$ cat src/rtl/int_rx_alu.sv
// int_rx_alu: receive-side command interpreter for the UART calculator.
// ASCII characters are buffered in a first-word-fall-through FIFO, parsed as
// "<digit A> <operator> <digit B> <CR>", then loaded into an ALU handler over
// a one-hot load bus.
//
// Ports:
//   CLK, RESET         clock, synchronous active-high reset
//   wr, w_data         FIFO write strobe and character
//   full, empty        FIFO status
//   RESULTADO          signed 8-bit ALU result (combinational from ALU regs)
//   data_out, SEL      load bus value and one-hot select (A / B / opcode)
//   RD_FIFO            FIFO pop from the parser
//   STATE              parser state code
//   CH                 last character popped
//   DATOA, DATOB, OP   decoded operands and opcode
module int_rx_alu #(
    parameter int unsigned B = 8,
    parameter int unsigned W = 4
) (
    input  logic         CLK,
    input  logic         RESET,
    input  logic         wr,
    input  logic [B-1:0] w_data,
    output logic         full,
    output logic         empty,
    output logic [7:0]   RESULTADO,
    output logic [7:0]   data_out,
    output logic [2:0]   SEL,
    output logic         RD_FIFO,
    output logic [2:0]   STATE,
    output logic [7:0]   CH,
    output logic [7:0]   DATOA,
    output logic [7:0]   DATOB,
    output logic [7:0]   OP
);

    localparam int unsigned DEPTH = 2 ** W;

    localparam logic [7:0] CHAR_CR   = 8'h0D;
    localparam logic [7:0] CHAR_ZERO = 8'h30;
    localparam logic [7:0] CHAR_NINE = 8'h39;

    localparam logic [7:0] OPC_ADD = 8'h20;
    localparam logic [7:0] OPC_SUB = 8'h22;
    localparam logic [7:0] OPC_AND = 8'h24;
    localparam logic [7:0] OPC_OR  = 8'h25;
    localparam logic [7:0] OPC_XOR = 8'h26;
    localparam logic [7:0] OPC_NOR = 8'h27;
    localparam logic [7:0] OPC_SRA = 8'h03;
    localparam logic [7:0] OPC_SRL = 8'h02;

    typedef enum logic [2:0] {
        GET_A   = 3'd0,
        GET_OP  = 3'd1,
        GET_B   = 3'd2,
        GET_END = 3'd3,
        LOAD_A  = 3'd4,
        LOAD_B  = 3'd5,
        LOAD_OP = 3'd6
    } state_t;

    // ------------------------------------------------------------------
    // FIFO
    // ------------------------------------------------------------------
    logic [B-1:0] mem [DEPTH];
    logic [W-1:0] wr_ptr;
    logic [W-1:0] rd_ptr;
    logic         do_wr;
    logic         do_rd;
    logic [7:0]   ch_in;

    // A pop only happens when there is data; a write into a full FIFO is
    // allowed only when the same cycle frees a slot.
    assign do_rd = RD_FIFO && !empty;
    assign do_wr = wr && (!full || do_rd);
    assign ch_in = 8'(mem[rd_ptr]);

    // Storage array, no reset needed: pointers define validity.
    always_ff @(posedge CLK) begin
        if (do_wr) begin
            mem[wr_ptr] <= w_data;
        end
    end

    // Pointer and status flags.
    always_ff @(posedge CLK) begin
        if (RESET) begin
            wr_ptr <= '0;
            rd_ptr <= '0;
            full   <= 1'b0;
            empty  <= 1'b1;
        end else begin
            if (do_wr) begin
                wr_ptr <= wr_ptr + W'(1);
            end
            if (do_rd) begin
                rd_ptr <= rd_ptr + W'(1);
            end
            if (do_wr && !do_rd) begin
                empty <= 1'b0;
                full  <= ((wr_ptr + W'(1)) == rd_ptr);
            end else if (do_rd && !do_wr) begin
                full  <= 1'b0;
                empty <= ((rd_ptr + W'(1)) == wr_ptr);
            end
        end
    end

    // ------------------------------------------------------------------
    // Character decode
    // ------------------------------------------------------------------
    logic       is_digit;
    logic       op_valid;
    logic [7:0] op_code;

    assign is_digit = (ch_in >= CHAR_ZERO) && (ch_in <= CHAR_NINE);

    // ASCII operator to ALU opcode.
    always_comb begin
        op_valid = 1'b1;
        op_code  = 8'h00;
        case (ch_in)
            8'h2B:   op_code = OPC_ADD;  // '+'
            8'h2D:   op_code = OPC_SUB;  // '-'
            8'h26:   op_code = OPC_AND;  // '&'
            8'h7C:   op_code = OPC_OR;   // '|'
            8'h5E:   op_code = OPC_XOR;  // '^'
            8'h7E:   op_code = OPC_NOR;  // '~'
            8'h3E:   op_code = OPC_SRA;  // '>'
            8'h7D:   op_code = OPC_SRL;  // '}'
            default: op_valid = 1'b0;
        endcase
    end

    // ------------------------------------------------------------------
    // Parser FSM
    // ------------------------------------------------------------------
    state_t state;
    state_t state_nxt;

    assign STATE = state;

    // State register.
    always_ff @(posedge CLK) begin
        if (RESET) begin
            state <= GET_A;
        end else begin
            state <= state_nxt;
        end
    end

    // Next state; GET states only advance on a pop, invalid characters
    // restart the expression.
    always_comb begin
        state_nxt = state;
        case (state)
            GET_A: begin
                if (do_rd) state_nxt = is_digit ? GET_OP : GET_A;
            end
            GET_OP: begin
                if (do_rd) state_nxt = op_valid ? GET_B : GET_A;
            end
            GET_B: begin
                if (do_rd) state_nxt = is_digit ? GET_END : GET_A;
            end
            GET_END: begin
                if (do_rd) state_nxt = (ch_in == CHAR_CR) ? LOAD_A : GET_A;
            end
            LOAD_A:  state_nxt = LOAD_B;
            LOAD_B:  state_nxt = LOAD_OP;
            LOAD_OP: state_nxt = GET_A;
            default: state_nxt = GET_A;
        endcase
    end

    // Moore outputs: pop request in GET states, load bus in LOAD states.
    always_comb begin
        RD_FIFO  = 1'b0;
        data_out = 8'h00;
        SEL      = 3'b000;
        case (state)
            GET_A, GET_OP, GET_B, GET_END: RD_FIFO = !empty;
            LOAD_A: begin
                data_out = DATOA;
                SEL      = 3'b001;
            end
            LOAD_B: begin
                data_out = DATOB;
                SEL      = 3'b010;
            end
            LOAD_OP: begin
                data_out = OP;
                SEL      = 3'b100;
            end
            default: ;
        endcase
    end

    // Captured character and decoded fields; rejected characters leave the
    // decoded fields untouched.
    always_ff @(posedge CLK) begin
        if (RESET) begin
            CH    <= 8'h00;
            DATOA <= 8'h00;
            DATOB <= 8'h00;
            OP    <= 8'h00;
        end else if (do_rd) begin
            CH <= ch_in;
            case (state)
                GET_A:   if (is_digit) DATOA <= ch_in - CHAR_ZERO;
                GET_OP:  if (op_valid) OP <= op_code;
                GET_B:   if (is_digit) DATOB <= ch_in - CHAR_ZERO;
                default: ;
            endcase
        end
    end

    // ------------------------------------------------------------------
    // ALU handler
    // ------------------------------------------------------------------
    logic [7:0] reg_a;
    logic [7:0] reg_b;
    logic [7:0] reg_op;

    // Operand/opcode registers loaded from the one-hot load bus.
    always_ff @(posedge CLK) begin
        if (RESET) begin
            reg_a  <= 8'h00;
            reg_b  <= 8'h00;
            reg_op <= 8'h00;
        end else begin
            if (SEL[0]) reg_a  <= data_out;
            if (SEL[1]) reg_b  <= data_out;
            if (SEL[2]) reg_op <= data_out;
        end
    end

    // Result; two's-complement add/sub wrap the same as unsigned, so only the
    // arithmetic shift needs the signed view of A.
    always_comb begin
        RESULTADO = 8'h00;
        case (reg_op)
            OPC_ADD: RESULTADO = reg_a + reg_b;
            OPC_SUB: RESULTADO = reg_a - reg_b;
            OPC_AND: RESULTADO = reg_a & reg_b;
            OPC_OR:  RESULTADO = reg_a | reg_b;
            OPC_XOR: RESULTADO = reg_a ^ reg_b;
            OPC_NOR: RESULTADO = ~(reg_a | reg_b);
            OPC_SRA: RESULTADO = 8'($signed(reg_a) >>> reg_b);
            OPC_SRL: RESULTADO = reg_a >> reg_b;
            default: RESULTADO = 8'h00;
        endcase
    end

endmodule

$ cat config.mk
export PLATFORM = sky130hd
export DESIGN_NAME = int_rx_alu
export DESIGN_NICKNAME = d
export VERILOG_FILES = /design/src/rtl/int_rx_alu.sv
export SDC_FILE = /design/constraint.sdc
export NUM_CORES = 1
export LEC_CHECK = 0
export ABC_AREA = 0
export CORE_MARGIN = 5
export CORE_UTILIZATION = 53
export CTS_BUF_LIST = sky130_fd_sc_hd__clkbuf_16
export CTS_CLUSTER_DIAMETER = 60
export DETAILED_ROUTE_END_ITERATION = 10
export PLACE_DENSITY = 0.76
export RECOVER_POWER = 100
export SETUP_SLACK_MARGIN = 0.2
export SYNTH_ARGS = -nofsm -noshare
export SYNTH_HDL_FRONTEND = slang
export SYNTH_SLANG_ARGS = --single-unit
export TNS_END_PERCENT = 1
$ cat constraint.sdc
create_clock -name CLK -period 3.85 [get_ports CLK]
set_clock_uncertainty 0.2 [all_clocks]
set_input_delay 0.5775 -clock CLK [delete_from_list [all_inputs] [get_ports CLK]]
set_output_delay 0.5775 -clock CLK [all_outputs]
set_load 0.05 [all_outputs]
==> results of run 1 <==
==> tightest hold or removal path, cell delays in order, from the launching register on <==
cell and delay [ns]:
dfxtp_1 0.31, nand2_1 0.05, a21oi_1 0.05
==> worst min path at each step <==
stage           endpoint  cells past startpoint  slack (ns)  startpoint
3_3_place_gp       CH[5]                      2        0.25       CH[5]
6_report           CH[5]                      2        0.25       CH[5]
3_5_place_dp       CH[1]                      2        0.25       CH[1]
2_1_floorplan  reg_op[7]                      1        0.25   reg_op[7]
5_1_grt            CH[5]                      2        0.28       CH[5]
4_1_cts            CH[1]                      2        0.26       CH[1]
==> through the flow <==
stage / power (W) / cell area [µm²]
floorplan: 0.00313 / 9520
global placement: 0.00339 / 10600
detailed placement: 0.00341 / 10600
CTS: 0.00514 / 11200
global route: 0.00528 / 11200
finish: 0.00508 / 11200
==> flip-flops by register name (all words and copies together), names as in the netlist, named ones only <==
signal	count
empty	1
CH	8
reg_b	8
STATE	3
DATOB	8
reg_op	8
DATOA	8
wr_ptr	4
reg_a	8
rd_ptr	4
full	1
mem	128
OP	4
==> cells in the mapped netlist, types with 5 or more instances <==
library cell | n | area (µm²)
a211oi_1 | 6 | 45.0
a21oi_1 | 57 | 285
a31oi_1 | 5 | 31.3
and2_1 | 5 | 31.3
buf_2 | 6 | 30.0
buf_4 | 5 | 37.5
clkbuf_1 | 24 | 90.1
dfxtp_1 | 69 | 1380
edfxtp_1 | 128 | 3840
ha_1 | 34 | 425
inv_1 | 28 | 105
mux2i_1 | 28 | 280
mux4_1 | 11 | 289
mux4_2 | 24 | 541
nand2_1 | 88 | 330
nand2b_1 | 7 | 43.8
nand3_1 | 10 | 50.1
nand4_1 | 7 | 43.8
nor2_1 | 77 | 289
nor3_1 | 9 | 45.0
nor3b_1 | 6 | 45.0
nor4_1 | 6 | 37.5
o211ai_1 | 5 | 37.5
o21a_1 | 6 | 45.0
o21ai_0 | 22 | 110
o22ai_1 | 8 | 50.1
or2_2 | 5 | 31.3
or3_1 | 5 | 31.3
xnor2_1 | 25 | 219
xor2_1 | 8 | 70.1
==> final cells by class <==
class / instances / area [µm²] / area share [%]
repair buffers: 107 / 947 / 8.49
well taps: 229 / 287 / 2.57
inverters: 31 / 116 / 1.04
clock buffers: 17 / 425 / 3.81
flip-flops and latches: 197 / 5230 / 46.8
clock inverters: 15 / 164 / 1.47
multi-input cells: 525 / 3990 / 35.8
==> where the power goes <==
part,internal [W],switching (W)
logic,0.000364,0.000612
registers,0.00231,0.0000384
clock network,0.000923,0.000827
total,0.00360,0.00148
==> cells in the final DEF (no fill, tap or decap), types with 10 or more instances in the layout <==
| cell type | synthesis | routed |
|---|---|---|
| nand3_1 | 10 | 10 |
| nand2_1 | 88 | 86 |
| ha_1 | 34 | 34 |
| buf_4 | 5 | 27 |
| inv_1 | 28 | 29 |
| mux4_2 | 24 | 24 |
| nor2_1 | 77 | 77 |
| dfxtp_1 | 69 | 68 |
| mux2i_1 | 28 | 28 |
| clkbuf_16 | 0 | 17 |
| mux4_1 | 11 | 11 |
| clkbuf_1 | 24 | 16 |
| dlygate4sd3_1 | 0 | 47 |
| a21oi_1 | 57 | 56 |
| o21ai_0 | 22 | 17 |
| xnor2_1 | 25 | 25 |
| edfxtp_1 | 128 | 128 |
==> cells by family after synthesis <==
group / Yosys count
buffers and inverters: 73
multiplexers: 65
XOR/XNOR: 33
AND/OR/NAND/NOR: 238
flip-flops: 197
AO/OA/AOI/OAI: 150
other: 1
adder cells (fa/ha/maj): 35
==> metal layers <==
| metal | share of wire, % | wire length (µm) |
|---|---|---|
| met2 | 50 | 11100 |
| met4 | 1.7 | 371 |
| met1 | 43 | 9580 |
| met3 | 5.1 | 1140 |
| met5 | 0 | 0 |
==> what timing repair did <==
action / 4_1_cts / 5_1_grt
pin swaps: 10 / 4
buffers inserted: 2 / 1
resized for setup: 8 / 6
setup endpoints to repair: 6 / 17
hold buffers: 0 / 0
==> impl_metrics.yaml, run 1 <==
cells_and_area:
  final_util_pct: 62.8
  drive_gt1_share_pct: 13.0
  area_growth_pct: 17.7
  layout.nets: 925
  fillers: 1368
  diodes: 0
  fin_cells: 1121
global_route:
  antenna_found_initial: 0
  grt_pass1_vias: 6259
  grt-ovfl-total: 0
  grt_start_max_net_pins: 39
  busiest_layer: "met2"
  gr-usage-met3_pct: 3.59
  grtUsageMet1_pct: 30.2
  grt_first_pass_wirelength_um: 35000
  gr-usage-met2_pct: 37.0
  grt_util_all_layers_pct: 22.1
floorplanning:
  pin_count: 68
  die_w_um: 144
  die_area_mm2: 0.0207
  die_h_um: 144
  rows: 49
  initial_core_util_pct: 53.3
  core_area_mm2: 0.0178
power:
  p_leak_nw: 3.97
  p_per_area_mw_per_mm2: 455
  ir_drop_uv: 444
routing:
  first_iter_violations: 411
  wl_per_cell_um: 19.8
  vias_per_cell: 5.88
  ant_nets: 0
  vias: 6589
  wirelength_um: 22200
  first_pass_iters: 5
  drc_errors: 0
sta:
  setup_viol_count_final: 16
  holdWs_ns: 0.254
  hold_viol_final: 0
  worstMarginPinSlew_ns: 0.942
  period_share_pct: 105
  max_freq_mhz: 246
  finalSetupTns_ns: -1.15
  fin_crit_ns: 4.06
  drv_slew: 0
  slew_headroom_pct: 37.2
  rsz0062_at_grt: "true"
  worst_slack_ns: -0.208
placed_design:
  io_buffers: 63
  pre_cts_slack_ns: 0.0568
  dp_cells: 1086
  globalplace.congestion: 0.916
  dpl.hpwl_um: 15800
synthesis:
  synth_warnings: 0
  synth_top_family_by_area: "multiplexers"
  ys_seq_area_share_pct: 55.1
  synth-xor-area-share_pct: 3.05
  avgSynthCellArea_um2: 12.0
  async_flop_share_pct: 0
  muxShareOfSynthArea_pct: 11.9
  netlist_instances: 792
  synth_edf_count: 128
  ys_ff_latch: 197
  synth-compound-area-share_pct: 10.2
  synth-simple-area-share_pct: 11.5
  synth_ff_type: "edfxtp_1"
  synthAdderAreaFrac_pct: 4.70
  synthesis.area_mm2: 0.00948
  yosysUniqueCellTypes: 70
setup_path:
  critPathCaptureType: "output port"
  startpoint_type: "flip-flop"
  worst_ep_arrival_time_ns: 3.28
  cp_max_fo: 4
  r2r_cells: 11
  worstReg2RegEnd: "OP[0]"
  path_depth: 16
  r2r_slack_ns: -0.14
  crit_type: "flip-flop to output port"
  required_ns: 3.07
  crit_path_start: "reg_op[7]"
  critical-path-max-stage-delay_ns: 0.33
  critical-path-slowest-cell: "dfxtp_1"
  cp-endpoint: "RESULTADO[6]"
  path_cells: "nor4_4 -> nand2_2 -> nor3_4 -> buf_6 -> a21oi_1 -> xnor2_1 -> ha_1 -> nor2b_1 -> o21ai_1 -> nand2b_1 -> nand2_1 -> nand2_1 -> a21oi_1 -> xnor2_1 -> a221o_1 -> buf_6"
  cp_num_buf_inv: 2
  crit_family: "simple AND/OR/NAND/NOR gates"
flow_run:
  maxCapViolCount: 0
clocking:
  clock_latency_ns: 0.43
  cts_root_buffer: "clkbuf_16"
  cts.sinks: 197
  htreeDepth: 4
  cts_buffers: 17
  cts.clk_slew.worst_paths_ns: 0.07
  cts_buffer_depth: 2
  tritoncts: "built"
run_status:
  violations: "setup timing"
  outcome: "finished with violations"
min_path:
  min_path_type: "flip-flop to flip-flop"
Power figures use the tool's default switching activity.
==> run 2: changes to the inputs <==
==> constraint.sdc (replaced) <==
create_clock -name CLK -period 3.4 [get_ports CLK]
set_clock_uncertainty 0.2 [all_clocks]
set_input_delay 0.51 -clock CLK [delete_from_list [all_inputs] [get_ports CLK]]
set_output_delay 0.51 -clock CLK [all_outputs]
set_load 0.05 [all_outputs]
==> impl_metrics.yaml, run 2 (synthesis gave the netlist of run 1 again) <==
clocking:
  tritoncts: "built"
  cts_buffers: 17
  cts_root_buffer: "clkbuf_16"
  cts.sinks: 197
  cts.clk_slew.worst_paths_ns: 0.07
  htreeDepth: 4
  cts_buffer_depth: 2
  clock_latency_ns: 0.43
routing:
  vias: 6771
  drc_errors: 0
  ant_nets: 0
  vias_per_cell: 5.91
  wirelength_um: 23200
  first_iter_violations: 444
  first_pass_iters: 5
  wl_per_cell_um: 20.3
floorplanning:
  pin_count: 68
  rows: 49
  initial_core_util_pct: 53.3
  die_w_um: 144
  die_h_um: 144
  die_area_mm2: 0.0207
  core_area_mm2: 0.0178
setup_path:
  startpoint_type: "flip-flop"
  critical-path-max-stage-delay_ns: 0.34
  worstReg2RegEnd: "OP[5]"
  cp_max_fo: 4
  crit_family: "simple AND/OR/NAND/NOR gates"
  critPathCaptureType: "output port"
  path_cells: "nor4_4 -> nand2_2 -> nor3_4 -> buf_4 -> a21oi_1 -> xnor2_1 -> ha_1 -> nor2b_1 -> o21ai_0 -> nand2b_1 -> nand2_1 -> nand2_1 -> a21oi_2 -> xnor2_1 -> a221o_1 -> buf_4"
  cp_num_buf_inv: 2
  crit_type: "flip-flop to output port"
  r2r_slack_ns: -0.26
  r2r_cells: 11
  critical-path-slowest-cell: "dfxtp_2"
  worst_ep_arrival_time_ns: 3.30
  required_ns: 2.69
global_route:
  antenna_found_initial: 0
  grt_pass1_vias: 6637
  grt_first_pass_wirelength_um: 36400
  grt_start_max_net_pins: 24
  grt-ovfl-total: 0
  grt_util_all_layers_pct: 23.1
sta:
  period_share_pct: 118
  rsz0062_at_grt: "true"
  hold_viol_final: 0
  slew_headroom_pct: 37.2
  worst_slack_ns: -0.613
  worstMarginPinSlew_ns: 0.942
  fin_crit_ns: 4.01
  drv_slew: 0
  max_freq_mhz: 249
  setup_viol_count_final: 24
  holdWs_ns: 0.248
cells_and_area:
  largest_register_ffs: 128
  layout.nets: 950
  top_register: "mem"
  final_util_pct: 64.1
  diodes: 0
  drive_gt1_share_pct: 16.9
  area_growth_pct: 20.2
  layout_commonest_cell: "edfxtp_1"
  final_cell_mix: "edfxtp_1, nand2_1, nor2_1, dfxtp_1, a21oi_1"
placed_design:
  globalplace.congestion: 0.918
  dpl.hpwl_um: 16400
  io_buffers: 63
  pre_cts_slack_ns: -0.300
run_status:
  outcome: "finished with violations"
  violations: "setup timing"
power:
  power_frac_clock_pct: 33.9
  internal-power_w: 0.00414
  p_leak_nw: 4.07
  pwr-share-seq_pct: 45.7
  switching_share_pct: 28.9
  p_per_area_mw_per_mm2: 511
  ir_drop_uv: 410
  p_comb_share_pct: 20.4
  p_switching_w: 0.00168
min_path:
  min_path_type: "flip-flop to flip-flop"
  holdPathStages: 2
  hold_start: "CH[1]"
  whs_endpoint: "CH[1]"
flow_run:
  maxCapViolCount: 0
-- run 2: worst max-delay path by stage --
stage / from / to / slack, ns / depth (start not counted)
floorplan: reg_op[7] / RESULTADO[7] / -0.35 / 15
global placement: reg_op[7] / RESULTADO[7] / -0.24 / 16
detailed placement: reg_op[7] / RESULTADO[7] / -0.30 / 16
CTS: reg_op[3] / RESULTADO[7] / -0.64 / 16
global route: reg_op[3] / RESULTADO[7] / -0.87 / 16
finish: reg_op[3] / RESULTADO[6] / -0.61 / 16
-- run 2: layout make-up --
type                    count  area, µm²
fillers                  1371       6380
flip-flops and latches    197       5230
multi-input cells         525       4040
repair buffers            132       1140
clock buffers              17        425
well taps                 229        287
clock inverters            15        165
inverters                  31        119
-- run 2: worst register-to-register path, cell delays in order, from the launching register on --
cell	delay (ns)
dfxtp_2	0.31
clkbuf_4	0.32
clkbuf_4	0.29
mux4_1	0.60
o22ai_1	0.29
or2_0	0.59
nor2_1	0.15
o211ai_1	0.16
buf_4	0.16
nand4_1	0.16
a21oi_1	0.23
a211oi_2	0.07
-- run 2: routing by layer --
metal	part of all wire (%)	global-route usage (%)	up-vias
li1	-	-	3155
met4	2.5	8.52	0
met3	6.1	5.02	50
met1	41	29.2	3307
met5	0	0	-
met2	51	39.3	259
-- run 2: power by group through the flow --
stage | clock (W) | combinational (W) | sequential [W]
after floorplan | 0 | 0.000709 | 0.00283
after global placement | 0 | 0.00119 | 0.00272
after detailed placement | 0 | 0.00120 | 0.00272
after CTS | 0.00200 | 0.00122 | 0.00267
after global routing | 0.00211 | 0.00127 | 0.00267
final | 0.00197 | 0.00119 | 0.00267
-- run 2: timing repair --
item | 4_1_cts | 5_1_grt
gates resized for setup | 15 | 19
buffers inserted | 1 | 0
hold buffers | 0 | 0
pin swaps | 14 | 5
gates cloned | 0 | 0
endpoints found under the setup margin | 32 | 40
-- run 2: through the flow --
stage          cell area [µm²]  std cells  TNS (ns)  total power, W
2_1_floorplan             9520        795     -1.63         0.00354
3_3_place_gp             10800       1113    -0.835         0.00390
3_5_place_dp             10800       1113     -1.02         0.00392
4_1_cts                  11500       1146     -3.13         0.00589
5_1_grt                  11400       1146    -10.49         0.00605
6_report                 11400       1146     -5.26         0.00583
